$ cat src/rtl/day_of_month.sv
// Day-of-month counter: counts 1..days_in_month, with set-mode press increments and a run-mode carry to the month stage.
// Latency: one clock from tick or press to the new count; an up press lands SYNC_STAGES+1 clocks after the button edge.
// Backpressure: none; the block accepts a tick or press every cycle, and input that is not used is dropped.
module day_of_month #(
    parameter int YEAR_BITS     = 7,
    parameter int SYNC_STAGES   = 2,
    parameter bit UP_ACTIVE_LOW = 1'b1
) (
    input  logic                 clock,
    input  logic                 reset,
    input  logic                 day_tick,
    input  logic                 set,
    input  logic                 up,
    input  logic [3:0]           month,
    input  logic [YEAR_BITS-1:0] year,
    output logic [4:0]           day_count,
    output logic                 day_carry,
    output logic [7:0]           day_bcd
);

    localparam logic UP_RELEASED = UP_ACTIVE_LOW ? 1'b1 : 1'b0;

    logic [SYNC_STAGES-1:0] up_sync_q;
    logic                   up_hist_q;
    logic                   press;
    logic                   leap;
    logic [4:0]             days_in_month;
    logic [4:0]             day_next;
    logic [1:0]             bcd_tens;
    logic [3:0]             bcd_units;
    logic                   unused_year_hi;

    // Only the low two year bits matter: every fourth year is leap across 2000..2099.
    assign leap           = (year[1:0] == 2'b00);
    assign unused_year_hi = ^year[YEAR_BITS-1:2];

    always_comb begin
        days_in_month = 5'd31;
        case (month)
            4'd2:                      days_in_month = leap ? 5'd29 : 5'd28;
            4'd4, 4'd6, 4'd9, 4'd11:   days_in_month = 5'd30;
            default:                   days_in_month = 5'd31;
        endcase
    end

    // The synchroniser and history flop reset to the released level so no press appears after reset.
    always_ff @(posedge clock or negedge reset) begin
        if (!reset) begin
            up_sync_q <= {SYNC_STAGES{UP_RELEASED}};
            up_hist_q <= UP_RELEASED;
        end else begin
            up_sync_q <= {up_sync_q[SYNC_STAGES-2:0], up};
            up_hist_q <= up_sync_q[SYNC_STAGES-1];
        end
    end

    assign press    = (up_sync_q[SYNC_STAGES-1] != UP_RELEASED) && (up_hist_q == UP_RELEASED);
    assign day_next = (day_count == days_in_month) ? 5'd1 : day_count + 5'd1;

    always_ff @(posedge clock or negedge reset) begin
        if (!reset) begin
            day_count <= 5'd1;
            day_carry <= 1'b0;
        end else if (day_count > days_in_month) begin
            // The month or year changed under the day; clamping takes priority over any tick or press.
            day_count <= days_in_month;
            day_carry <= 1'b0;
        end else if (set) begin
            day_carry <= 1'b0;
            if (press) begin
                day_count <= day_next;
            end
        end else if (day_tick) begin
            day_count <= day_next;
            day_carry <= (day_count == days_in_month);
        end else begin
            day_carry <= 1'b0;
        end
    end

    always_comb begin
        bcd_tens  = 2'd0;
        bcd_units = day_count[3:0];
        if (day_count >= 5'd30) begin
            bcd_tens  = 2'd3;
            bcd_units = 4'(day_count - 5'd30);
        end else if (day_count >= 5'd20) begin
            bcd_tens  = 2'd2;
            bcd_units = 4'(day_count - 5'd20);
        end else if (day_count >= 5'd10) begin
            bcd_tens  = 2'd1;
            bcd_units = 4'(day_count - 5'd10);
        end
    end

    assign day_bcd = {2'b00, bcd_tens, bcd_units};

endmodule

$ cat config.mk
export PLATFORM = sky130hd
export DESIGN_NAME = day_of_month
export DESIGN_NICKNAME = d
export VERILOG_FILES = /design/src/rtl/day_of_month.sv
export SDC_FILE = /design/constraint.sdc
export NUM_CORES = 1
export LEC_CHECK = 0
export BUFFER_PORTS_ARGS = -buffer_cell sky130_fd_sc_hd__buf_2
export CORE_UTILIZATION = 52
export CTS_CLUSTER_SIZE = 40
export DETAILED_ROUTE_END_ITERATION = 8
export HOLD_SLACK_MARGIN = 0.12
export PLACE_DENSITY = 0.83
export SYNTH_ARGS = -nofsm -noshare
export SYNTH_HDL_FRONTEND = slang
export SYNTH_SLANG_ARGS = --single-unit
export TNS_END_PERCENT = 1
$ cat constraint.sdc
create_clock -name clock -period 4.3 [get_ports clock]
set_input_delay 0.645 -clock clock [delete_from_list [all_inputs] [get_ports clock]]
set_output_delay 0.645 -clock clock [all_outputs]
set_load 0.03 [all_outputs]
==> results of run 1 <==
cell type report:
cell class / count / area share
Multi-Input combinational cell: 71 / 0.5663
Clock inverter: 1 / 0.005355
Sequential cell: 9 / 0.2463
Clock buffer: 3 / 0.02410
Inverter: 5 / 0.02008
Timing Repair Buffer: 22 / 0.1178
Tap cell: 15 / 0.02008
report_power, final:
group          switching, mW  internal, mW
Sequential            0.0778         0.111
Combinational          0.301         0.178
Clock                 0.0291        0.0343
cell usage after synthesis:
cell type / number
a211oi_1: 1
a21boi_2: 1
a21oi_1: 5
a22oi_1: 1
a311o_1: 1
a31oi_1: 2
and2_1: 1
and2b_1: 1
and4_1: 1
buf_2: 1
buf_4: 4
buf_6: 1
conb_1: 1
dfrtp_1: 5
dfstp_2: 4
ha_1: 9
inv_1: 5
mux2_2: 1
mux2i_1: 2
nand2_1: 6
nand2b_1: 3
nand3_1: 1
nand3b_1: 1
nand4_1: 2
nor2_1: 4
nor2b_2: 1
nor3_1: 1
nor3b_1: 1
nor4_1: 1
nor4b_2: 1
o2111a_2: 1
o2111ai_1: 1
o211ai_1: 2
o21a_1: 1
o21ai_0: 7
o21ai_1: 2
o221a_1: 1
o2bb2ai_1: 1
o311a_1: 1
o311ai_1: 2
o31ai_2: 1
xnor2_1: 1
worst min path at each step:
stage,from,end,depth (start not counted)
floorplan,reset,day_carry,0
global route,reset,day_count[2],1
finish,reset,day_count[2],1
global placement,up_sync_q[0],up_sync_q[1],0
detailed placement,up_sync_q[0],up_sync_q[1],0
CTS,reset,day_count[2],1
kinds of logic after synthesis:
logic type | share of synthesized area
AND/OR/NAND/NOR | 0.1784
multiplexers | 0.03811
AO/OA/AOI/OAI | 0.2713
adder cells (fa/ha/maj) | 0.1372
flip-flops | 0.2805
other | 0.004569
XOR/XNOR | 0.01067
buffers and inverters | 0.07927
flip-flops by register name, summed over array words and instances, names as in the netlist:
register / flops
up_hist_q: 1
up_sync_q: 2
day_carry: 1
day_count: 5
layer usage:
layer  vias to the layer above  share of wire
met2                        14           0.49
met4                         0         0.0078
li1                        379              -
met5                         -              0
met1                       334           0.48
met3                         2          0.021
cell usage in the layout (no fill, tap or decap), types with 4 or more instances in the layout:
master	count
nand2_1	6
dfrtp_1	5
o21ai_0	7
nor2_1	4
dfstp_2	4
ha_1	9
buf_2	22
inv_1	5
a21oi_1	5
metrics by stage:
stage | instance area (um^2) | hold slack [ns] | std cells | setup slack (ns)
final | 934.6 | 0.2177 | 126 | 1.388
after global routing | 934.6 | 0.2278 | 126 | 1.225
after CTS | 934.6 | 0.2209 | 126 | 1.381
after detailed placement | 907.1 | 0.3481 | 122 | 1.668
after global placement | 907.1 | 0.3500 | 122 | 1.738
after floorplan | 824.5 | 0.3452 | 91 | 1.704
==> results.rst, run 1 <==
.. list-table::
   :header-rows: 1

   * - Metric
     - Value
   * - DRC
     - 0
   * - GR Util met1
     - 0.2703
   * - Largest fanout of any net on the critical path
     - 10
   * - Flip-flop and latch count after synthesis
     - 9
   * - Largest net degree at the start of global routing
     - 18
   * - Overall fraction of global-route tracks in use
     - 0.1928
   * - Final Setup Violations
     - 0
   * - Peak ir drop on the vdd network
     - ~500 uV
   * - GR Util met3
     - 0.02609
   * - Pleak
     - 0.4336 nW
   * - Number of gates given a new drive strength after cts
     - 0
   * - CTS tree
     - done
   * - Slowest stage delay, CP
     - between 0.5 and 0.6 ns
   * - Normalized max-slew margin
     - 0.6659
   * - Diodes inserted
     - 0
   * - Pwr per Cell Area
     - around 780 nW/um^2
   * - Fraction of post-synthesis cell area in the top cell type by area
     - 0.1524
   * - Clock insertion delay at the later pin of the skew report
     - ~0.26 ns
   * - Final clock skew
     - 0.003511 ns
   * - Setup repair after global routing missed its margin
     - false
   * - Count of TritonRoute iterations in the first routing pass
     - 3
   * - Reg-to-reg slack, setup
     - 2.36 ns
   * - Wire length of the first global-routing pass
     - 2746 um
   * - Number of vias per cell
     - about 5.8
   * - Critical Path Source Type
     - register
   * - Gate count after technology mapping
     - 90
   * - Final total negative setup slack
     - 0 ns
   * - Placeable core region
     - about 1400 um^2
   * - Aggregate routed wire length
     - around 1700 um
   * - Reg2reg start
     - day_count[0]
   * - Synthesis-to-layout area growth
     - 13.87%
   * - Overall power
     - 0.7308 mW
   * - Share of the yosys chip area belonging to registers
     - 0.2805
   * - Endpoint of the worst-slack reg-to-reg timing path
     - day_count[1]
   * - Buffers inserted by post-CTS timing repair
     - 0
   * - R2R depth
     - 5
   * - Final worst-path cycle share
     - 0.6771
   * - Hold-fix buffers, CTS
     - 0
   * - Net count of the finished layout
     - about 140
   * - Via count of the routed design
     - roughly 730
   * - Total area of multi-input combinational cells
     - 529.3 um^2
   * - F_max
     - between 300 and 400 MHz
   * - Least-Margin Pin Slew
     - between 0.5 and 0.6 ns
   * - Data arrival time of the worst path
     - 2.27 ns
   * - Initial Util
     - 0.5937
   * - Violation count after the first detailed-routing iteration
     - 7
   * - Share of the core filled with cells in the final layout
     - 0.6760
   * - Number of global-route vias before repair
     - about 630
   * - Endpoint kind of the worst setup timing path
     - output port
   * - DIE WIDTH
     - 41.73 um
   * - Total of warnings raised by yosys
     - 0
   * - Number of cell rows
     - 13
   * - Final hold violation count
     - 0
   * - Status
     - finished, final reports clean
   * - H-tree Lvls
     - 1
   * - Stages on worst setup path
     - 7
   * - Max-slew violation count
     - 0
   * - Worst path required time
     - about 3.7 ns
   * - Weighted congestion at the end of routability-driven global placement
     - about 0.79
   * - Overflow after GRT
     - 0
   * - Number of unique standard cell types used by synthesis
     - 42
   * - Netlist area before placement
     - 820.8 um^2
   * - Setup crit end
     - day_bcd[3]
   * - Avg Cell Area, Syn
     - around 9.1 um^2
   * - Number of sinks handled by clock tree synthesis
     - 9
   * - Final min period
     - between 2 and 3 ns
   * - Critical path's slowest cell
     - dfrtp_1
   * - Routed wire length per instance
     - about 13 um
   * - Number of port buffers
     - 22
   * - Chip Height
     - about 42 um
   * - Path class of the lowest-slack min-delay path
     - in2async
   * - Buffers and inverters on the worst path
     - 2
   * - Routing layer with the top usage in global route
     - met2
   * - Remaining number of nets flagged by the antenna check after routing
     - 0
   * - Share of final-layout standard cells stronger than drive strength 1
     - 0.3243
   * - Total of max-cap violations
     - 0
   * - CTS buffer count
     - 3
   * - Global routing usage on met2
     - 0.3156
   * - Synth area leaders
     - dfrtp_1 (15%), ha_1 (14%), dfstp_2 (13%)
   * - Root buffer cell
     - clkbuf_4
   * - Detailed-placement wirelength estimate
     - 1265 um
   * - Source of the critical timing path
     - day_count[1]
   * - I/O pin count
     - 30
   * - Fill cell instance count of the final layout
     - 108
   * - Clock-pin transition on the worst setup and hold timing paths
     - 0.06 ns
   * - Number of buffers on the longest clock path
     - 2
   * - Setup CP Type
     - reg2out
   * - Dominant cell type by area after synthesis
     - dfrtp_1
   * - Kind of cell with the highest combined delay on the critical path
     - flip-flops
   * - Sequential Area
     - about 230 um^2
   * - Critical path, cell by cell
     - inv_1, ha_1, nor2b_2, o31ai_2, mux2i_1, o2bb2ai_1, buf_2
   * - Initial antenna violation count
     - 0
   * - Area of the die
     - 1741 um^2
No activity file was read; power rests on OpenSTA's default activity.
==> run 2: changes to the inputs <==
--- a/config.mk
+++ b/config.mk
@@ -6,11 +6,11 @@
 export NUM_CORES = 1
 export LEC_CHECK = 0
 export BUFFER_PORTS_ARGS = -buffer_cell sky130_fd_sc_hd__buf_2
-export CORE_UTILIZATION = 52
+export CORE_UTILIZATION = 48
 export CTS_CLUSTER_SIZE = 40
 export DETAILED_ROUTE_END_ITERATION = 8
 export HOLD_SLACK_MARGIN = 0.12
-export PLACE_DENSITY = 0.83
+export PLACE_DENSITY = 0.78
 export SYNTH_ARGS = -nofsm -noshare
 export SYNTH_HDL_FRONTEND = slang
 export SYNTH_SLANG_ARGS = --single-unit
==> constraint.sdc (replaced) <==
create_clock -name clock -period 3 [get_ports clock]
set_input_delay 0.45 -clock clock [delete_from_list [all_inputs] [get_ports clock]]
set_output_delay 0.45 -clock clock [all_outputs]
set_load 0.03 [all_outputs]
==> run 2 against run 1 <==
Net effect:
- the flow now finishes with violations (design-rule violations)
- largest power group unchanged
- wire length increased by 3.9%
- worst hold slack improved by 0.074 ns
- cell count increased by 1.6%
- via count increased by 3.6%
==> results.rst, run 2 (synthesis results as in run 1) <==
.. list-table::
   :header-rows: 1

   * - Metric
     - Value
   * - Status
     - complete, but fails checks
   * - Logic gate share of total power
     - 0.658 (+0.003)
   * - DIE WIDTH
     - 43.35 um (+3.9%)
   * - Hold EP
     - up_sync_q[0]
   * - Detailed-placement wirelength estimate
     - 1288 um (+1.9%)
   * - Placeable core region
     - 1559 um^2 (+13%)
   * - Setup CP Type
     - reg2out
   * - Power Internal
     - 0.4681 mW (+45%)
   * - Number of global-route vias before repair
     - 687 (+8.9%)
   * - Final total negative setup slack
     - 0 ns (unchanged)
   * - Largest net degree at the start of global routing
     - 18 (unchanged)
   * - Diodes inserted
     - 0 (unchanged)
   * - Overflow after GRT
     - 0 (unchanged)
   * - Remaining number of nets flagged by the antenna check after routing
     - 0 (unchanged)
   * - Count of placed standard cells including taps
     - 123 (+0.82%)
   * - R2R depth
     - 4 (-1)
   * - Reg-to-reg slack, setup
     - 1.08 ns (-1.28 ns)
   * - Final min period
     - 2.723 ns
   * - Share of final-layout standard cells stronger than drive strength 1
     - 0.3125 (-0.01182)
   * - Initial antenna violation count
     - 0 (unchanged)
   * - Net count of the finished layout
     - 138 (+0.73%)
   * - Number of sinks handled by clock tree synthesis
     - 9 (unchanged)
   * - Net switching fraction of the power
     - 0.5557 (-0.001899)
   * - Switching pwr
     - 0.5855 mW (+44%)
   * - Slowest stage delay, CP
     - 0.62 ns (+0.06 ns)
   * - Area of the die
     - 1879 um^2 (+7.9%)
   * - CTS buffer count
     - 3 (unchanged)
   * - Kind of cell with the highest combined delay on the critical path
     - compound AO/OA/AOI/OAI gates
   * - Largest fanout of any net on the critical path
     - 10 (unchanged)
   * - Number of port buffers
     - 22 (unchanged)
   * - Count of TritonRoute iterations in the first routing pass
     - 7 (+4)
   * - Number of buffers on the longest clock path
     - 2 (unchanged)
   * - Number of cell rows
     - 14 (+1)
   * - Share of the core filled with cells in the final layout
     - 0.6059 (-0.07008)
   * - Endpoint of the worst-slack reg-to-reg timing path
     - day_count[1]
   * - Hold path startpoint
     - up
   * - Root buffer cell
     - clkbuf_4
   * - Number of gates given a new drive strength after cts
     - 0 (unchanged)
   * - Total of max-cap violations
     - 0 (unchanged)
   * - Least-Margin Pin Slew
     - 0.5021 ns (+0.0008717 ns)
   * - Final clock skew
     - 0.0001849 ns (-0.003326 ns)
   * - Setup repair after global routing missed its margin
     - false
   * - Placement Cell Area
     - 908.4 um^2 (+0.14%)
   * - Number of cells in the finished layout apart from fillers
     - 128 (+1.6%)
   * - Number of vias per cell
     - 5.898 (+1.9%)
   * - CTS tree
     - done
   * - Initial Util
     - 0.5265 (-0.06718)
   * - Critical path's slowest cell
     - dfstp_2
   * - Chip Height
     - 43.35 um (+3.9%)
   * - Critical path, cell by cell
     - inv_1, ha_1, a22oi_1, o311ai_1, mux2_2, o311a_1, buf_2
   * - Violations in the final reports
     - design-rule violations
   * - Max FFs per register
     - 5 (unchanged)
   * - Aggregate routed wire length
     - 1736 um (+3.9%)
   * - Sequential share of power
     - 0.257 (-0.002)
   * - Reg2reg start
     - day_count[3]
   * - Wire length of the first global-routing pass
     - 3022 um (+10%)
   * - Data arrival time of the worst path
     - 2.27 ns (about the same)
   * - Commonest cells after routing, fill and taps aside
     - buf_2 (22), ha_1 (9), o21ai_0 (7), nand2_1 (6)
   * - Normalized max-slew margin
     - 0.6653 (about the same)
   * - H-tree Lvls
     - 1 (unchanged)
   * - Routed wire length per instance
     - 13.56 um (+2.3%)
   * - Pleak
     - 0.4351 nW (+0.33%)
   * - Final hold violation count
     - 0 (unchanged)
   * - Registers with the most flip-flops
     - day_count x5, up_sync_q x2
   * - Final worst-path cycle share
     - 0.9075
   * - Register ranked first by flip-flop count
     - day_count
   * - Synthesis-to-layout area growth
     - 15.09%
   * - Pwr per Cell Area
     - 1115 nW/um^2 (+43%)
   * - Via count of the routed design
     - 755 (+3.6%)
   * - Hold path cells
     - 1
   * - Worst path required time
     - 2.55 ns (-1.10 ns)
   * - Buffers inserted by post-CTS timing repair
     - 0 (unchanged)
   * - Share of power burned in the clock network
     - 0.085 (-0.002)
   * - Peak ir drop on the vdd network
     - 536.4 uV (+6.5%)
   * - Critical Path Source Type
     - register
   * - Weighted congestion at the end of routability-driven global placement
     - 0.7066 (-10%)
   * - Violation count after the first detailed-routing iteration
     - 13 (+6)
   * - I/O pin count
     - 30 (unchanged)
   * - Clock-pin transition on the worst setup and hold timing paths
     - 0.06 ns (about the same)
   * - Final Setup Violations
     - 0 (unchanged)
   * - Path class of the lowest-slack min-delay path
     - in2reg
   * - Endpoint kind of the worst setup timing path
     - output port
   * - F_max
     - 367.3 MHz
   * - Commonest non-fill, non-tap cell in the layout
     - buf_2
   * - Summed area of non-filler cells in the final layout
     - 944.7 um^2 (+1.1%)
   * - DRC
     - 4 (+4)
   * - Max-slew violation count
     - 0 (unchanged)
   * - Clock insertion delay at the later pin of the skew report
     - 0.25 ns (about the same)
   * - Overall power
     - 1.054 mW (+44%)
   * - Buffers and inverters on the worst path
     - 2 (unchanged)
   * - Overall fraction of global-route tracks in use
     - 0.2156 (+0.02284)
## run 2: worst max-delay path by stage
stage | start | endpoint | cells past startpoint
final | day_count[0] | day_bcd[1] | 7
after global placement | day_count[0] | day_bcd[1] | 7
after floorplan | day_count[1] | day_bcd[3] | 6
after detailed placement | day_count[0] | day_bcd[1] | 7
after global routing | day_count[3] | day_bcd[1] | 6
after CTS | day_count[0] | day_bcd[1] | 7
## run 2: routing by layer
layer / GRT usage / part of all wire / vias up
met2: 0.3273 / 0.48 / 19
met1: 0.2979 / 0.47 / 354
li1: - / - / 378
met3: 0.01667 / 0.026 / 4
met5: 0 / 0 / -
met4: 0.1375 / 0.023 / 0
## run 2: cell type report
| cell class | count | area [um^2] |
|---|---|---|
| Fill cell | 157 | 614.3 |
| Multi-Input combinational cell | 71 | 529.3 |
| Sequential cell | 9 | 230.2 |
| Timing Repair Buffer | 23 | 120.1 |
| Clock buffer | 4 | 26.28 |
| Tap cell | 16 | 20.02 |
| Inverter | 5 | 18.77 |
## run 2: power groups by stage
stage / sequential [mW] / combinational (mW) / clock, mW
global placement: 0.266 / 0.668 / 0
CTS: 0.269 / 0.692 / 0.0939
global route: 0.285 / 0.761 / 0.0977
floorplan: 0.283 / 0.521 / 0
detailed placement: 0.271 / 0.689 / 0
finish: 0.271 / 0.693 / 0.0897
## run 2: stage by stage
step                      hold slack, ns  setup WS [ns]
after floorplan                   0.1544         0.5987
after global placement            0.3018         0.6182
after detailed placement          0.3072         0.5565
after CTS                         0.2808         0.2658
after global routing              0.2776         0.1335
final                             0.2920         0.2775
## run 2: what timing repair did
item | CTS | global route
hold endpoints to repair | 5 | 0
endpoints found under the setup margin | 0 | 0
hold buffers | 1 | 0
==> run 3: changes to the inputs <==
--- a/config.mk
+++ b/config.mk
@@ -11,6 +11,7 @@
 export DETAILED_ROUTE_END_ITERATION = 8
 export HOLD_SLACK_MARGIN = 0.12
 export PLACE_DENSITY = 0.78
+export RECOVER_POWER = 100
 export SYNTH_ARGS = -nofsm -noshare
 export SYNTH_HDL_FRONTEND = slang
 export SYNTH_SLANG_ARGS = --single-unit
==> run 3 against run 2 <==
Net effect:
- the flow still finishes with violations (design-rule violations)
- clock skew grew 0.00066 ns
- wire length grew 1.7%
- cell area shrank 2.1%
- cell count is the same
- clock power grew 0.7%
- power shrank 1.9%
- worst hold slack lost 0.0014 ns
- critical path type unchanged
- critical endpoint is now day_bcd[3]
- highest routed layer unchanged
==> results.rst, run 3 (synthesis results as in run 1) <==
.. list-table::
   :header-rows: 1

   * - Metric
     - Value
   * - Number of cells in the finished layout apart from fillers
     - 128 (unchanged)
   * - Kind of cell with the highest combined delay on the critical path
     - flip-flops
   * - Normalized max-slew margin
     - 0.6515 (-0.01374)
   * - Via count of the routed design
     - 764 (+1.2%)
   * - Largest fanout of any net on the critical path
     - 10 (unchanged)
   * - Clock-pin transition on the worst setup and hold timing paths
     - 0.06 ns (about the same)
   * - Buffers and inverters on the worst path
     - 2 (unchanged)
   * - Number of vias per cell
     - 5.969 (+1.2%)
   * - Max FFs per register
     - 5 (unchanged)
   * - Violations in the final reports
     - design-rule violations
   * - I/O pin count
     - 30 (unchanged)
   * - Peak ir drop on the vdd network
     - 525.2 uV (-2.1%)
   * - Final clock skew
     - 0.0008443 ns (+0.0006594 ns)
   * - Total of max-cap violations
     - 0 (unchanged)
   * - Weighted congestion at the end of routability-driven global placement
     - 0.7066 (unchanged)
   * - Placeable core region
     - 1559 um^2 (unchanged)
   * - Final hold violation count
     - 0 (unchanged)
   * - Final Setup Violations
     - 0 (unchanged)
   * - Critical Path Source Type
     - register
   * - Worst path required time
     - 2.55 ns (about the same)
   * - CTS buffer count
     - 3 (unchanged)
   * - Max-slew violation count
     - 0 (unchanged)
   * - Remaining number of nets flagged by the antenna check after routing
     - 0 (unchanged)
   * - Critical path's slowest cell
     - dfrtp_1
   * - Final worst-path cycle share
     - 0.9273 (+0.01981)
   * - Data arrival time of the worst path
     - 2.33 ns (+0.06 ns)
   * - Initial Util
     - 0.5265 (unchanged)
   * - Count of TritonRoute iterations in the first routing pass
     - 6 (-1)
   * - F_max
     - 359.5 MHz (-2.1%)
   * - Wire length of the first global-routing pass
     - 3022 um (unchanged)
   * - Root buffer cell
     - clkbuf_4
   * - Violation count after the first detailed-routing iteration
     - 8 (-5)
   * - Path class of the lowest-slack min-delay path
     - in2reg
   * - Net count of the finished layout
     - 138 (unchanged)
   * - Overall fraction of global-route tracks in use
     - 0.2156 (unchanged)
   * - Commonest cells after routing, fill and taps aside
     - clkbuf_1 (12), buf_2 (11), o21ai_0 (9), ha_1 (9), nand2_1 (6)
   * - Clock insertion delay at the later pin of the skew report
     - 0.26 ns (about the same)
   * - Detailed-placement wirelength estimate
     - 1288 um (unchanged)
   * - CTS tree
     - done
   * - Commonest non-fill, non-tap cell in the layout
     - clkbuf_1
   * - Largest net degree at the start of global routing
     - 18 (unchanged)
   * - Routed wire length per instance
     - 13.79 um (+1.7%)
   * - Final min period
     - 2.782 ns (+0.05942 ns)
   * - R2R depth
     - 5 (+1)
   * - DRC
     - 4 (unchanged)
   * - Number of sinks handled by clock tree synthesis
     - 9 (unchanged)
   * - Share of final-layout standard cells stronger than drive strength 1
     - 0.1964 (-0.1161)
   * - Final total negative setup slack
     - 0 ns (unchanged)
   * - Number of cell rows
     - 14 (unchanged)
   * - Pleak
     - 0.3971 nW (-8.7%)
   * - Number of buffers on the longest clock path
     - 2 (unchanged)
   * - Share of the core filled with cells in the final layout
     - 0.5931 (-0.01284)
   * - DIE WIDTH
     - 43.35 um (unchanged)
   * - Initial antenna violation count
     - 0 (unchanged)
   * - Endpoint kind of the worst setup timing path
     - output port
   * - Register ranked first by flip-flop count
     - day_count
   * - Diodes inserted
     - 0 (unchanged)
   * - Count of placed standard cells including taps
     - 123 (unchanged)
   * - Slowest stage delay, CP
     - 0.56 ns (-0.06 ns)
   * - Least-Margin Pin Slew
     - 0.5227 ns (+0.02062 ns)
   * - Aggregate routed wire length
     - 1765 um (+1.7%)
   * - Chip Height
     - 43.35 um (unchanged)
   * - Number of port buffers
     - 22 (unchanged)
   * - Overflow after GRT
     - 0 (unchanged)
   * - Critical path, cell by cell
     - inv_1, ha_1, nor2b_2, o31ai_2, mux2i_1, o2bb2ai_1, clkbuf_1
   * - Synthesis-to-layout area growth
     - 12.65%
   * - Status
     - complete, but fails checks
   * - H-tree Lvls
     - 1 (unchanged)
   * - Stages on worst setup path
     - 7 (unchanged)
   * - Setup CP Type
     - reg2out
   * - Hold path cells
     - 1 (unchanged)
   * - Number of global-route vias before repair
     - 687 (unchanged)
   * - Registers with the most flip-flops
     - day_count x5, up_sync_q x2
   * - Setup repair after global routing missed its margin
     - false
   * - Buffers inserted by post-CTS timing repair
     - 0 (unchanged)
   * - Pwr per Cell Area
     - 1118 nW/um^2 (+0.26%)
   * - Area of the die
     - 1879 um^2 (unchanged)
-- run 3: changes by cell type in the layout (fill, tap and decap cells not counted), moves of 2 or more --
cell      previous run  this run
o21ai_0              7         9
clkbuf_1             1        12
o21ai_1              2         0
buf_2               22        11
-- run 3: cell type report --
| cell class | count | area [um^2] |
|---|---|---|
| Tap cell | 16 | 20.02 |
| Timing Repair Buffer | 23 | 106.4 |
| Inverter | 5 | 18.77 |
| Sequential cell | 9 | 230.2 |
| Fill cell | 163 | 634.4 |
| Multi-Input combinational cell | 71 | 523.0 |
| Clock buffer | 4 | 26.28 |
-- run 3: timing repair --
action / in CTS / in global routing
setup endpoints to repair: 0 / 0
gates resized for setup: 0 / 0
hold buffers: 1 / 0
endpoints found under the hold margin: 5 / 0
-- run 3: routing by layer --
metal,track usage,vias to the layer above,share of wire
met4,0.1375,0,0.022
met3,0.01667,4,0.033
met2,0.3273,26,0.47
met1,0.2979,354,0.47
li1,-,380,-
met5,0,-,0
-- run 3: path summary, 6_finish.rpt --
path,end,slack (ns),start
worst min-delay path,up_sync_q[0],0.29,up
min in group asynchronous,day_carry,0.65,reset
worst min register to register,up_sync_q[1],0.36,up_sync_q[0]
worst max-delay path,day_bcd[3],0.22,day_count[1]
worst max register to register,day_count[1],1.08,day_count[0]
max in group asynchronous,up_hist_q,2.00,reset
-- run 3: power by group --
| part | switching (mW) | internal (mW) |
|---|---|---|
| registers | 0.114 | 0.159 |
| logic | 0.433 | 0.238 |
| clock network | 0.0393 | 0.0511 |
-- run 3: metrics by stage --
step	worst slack, ns	power (mW)	hold slack (ns)	area, um^2
6_report	0.2180	1.034	0.2906	924.6
5_1_grt	0.07333	1.123	0.2777	924.6
4_1_cts	0.2658	1.055	0.2808	944.7
3_5_place_dp	0.5565	0.9599	0.3072	908.4
3_3_place_gp	0.6182	0.9343	0.3018	908.4
2_1_floorplan	0.5987	0.8047	0.1544	824.5
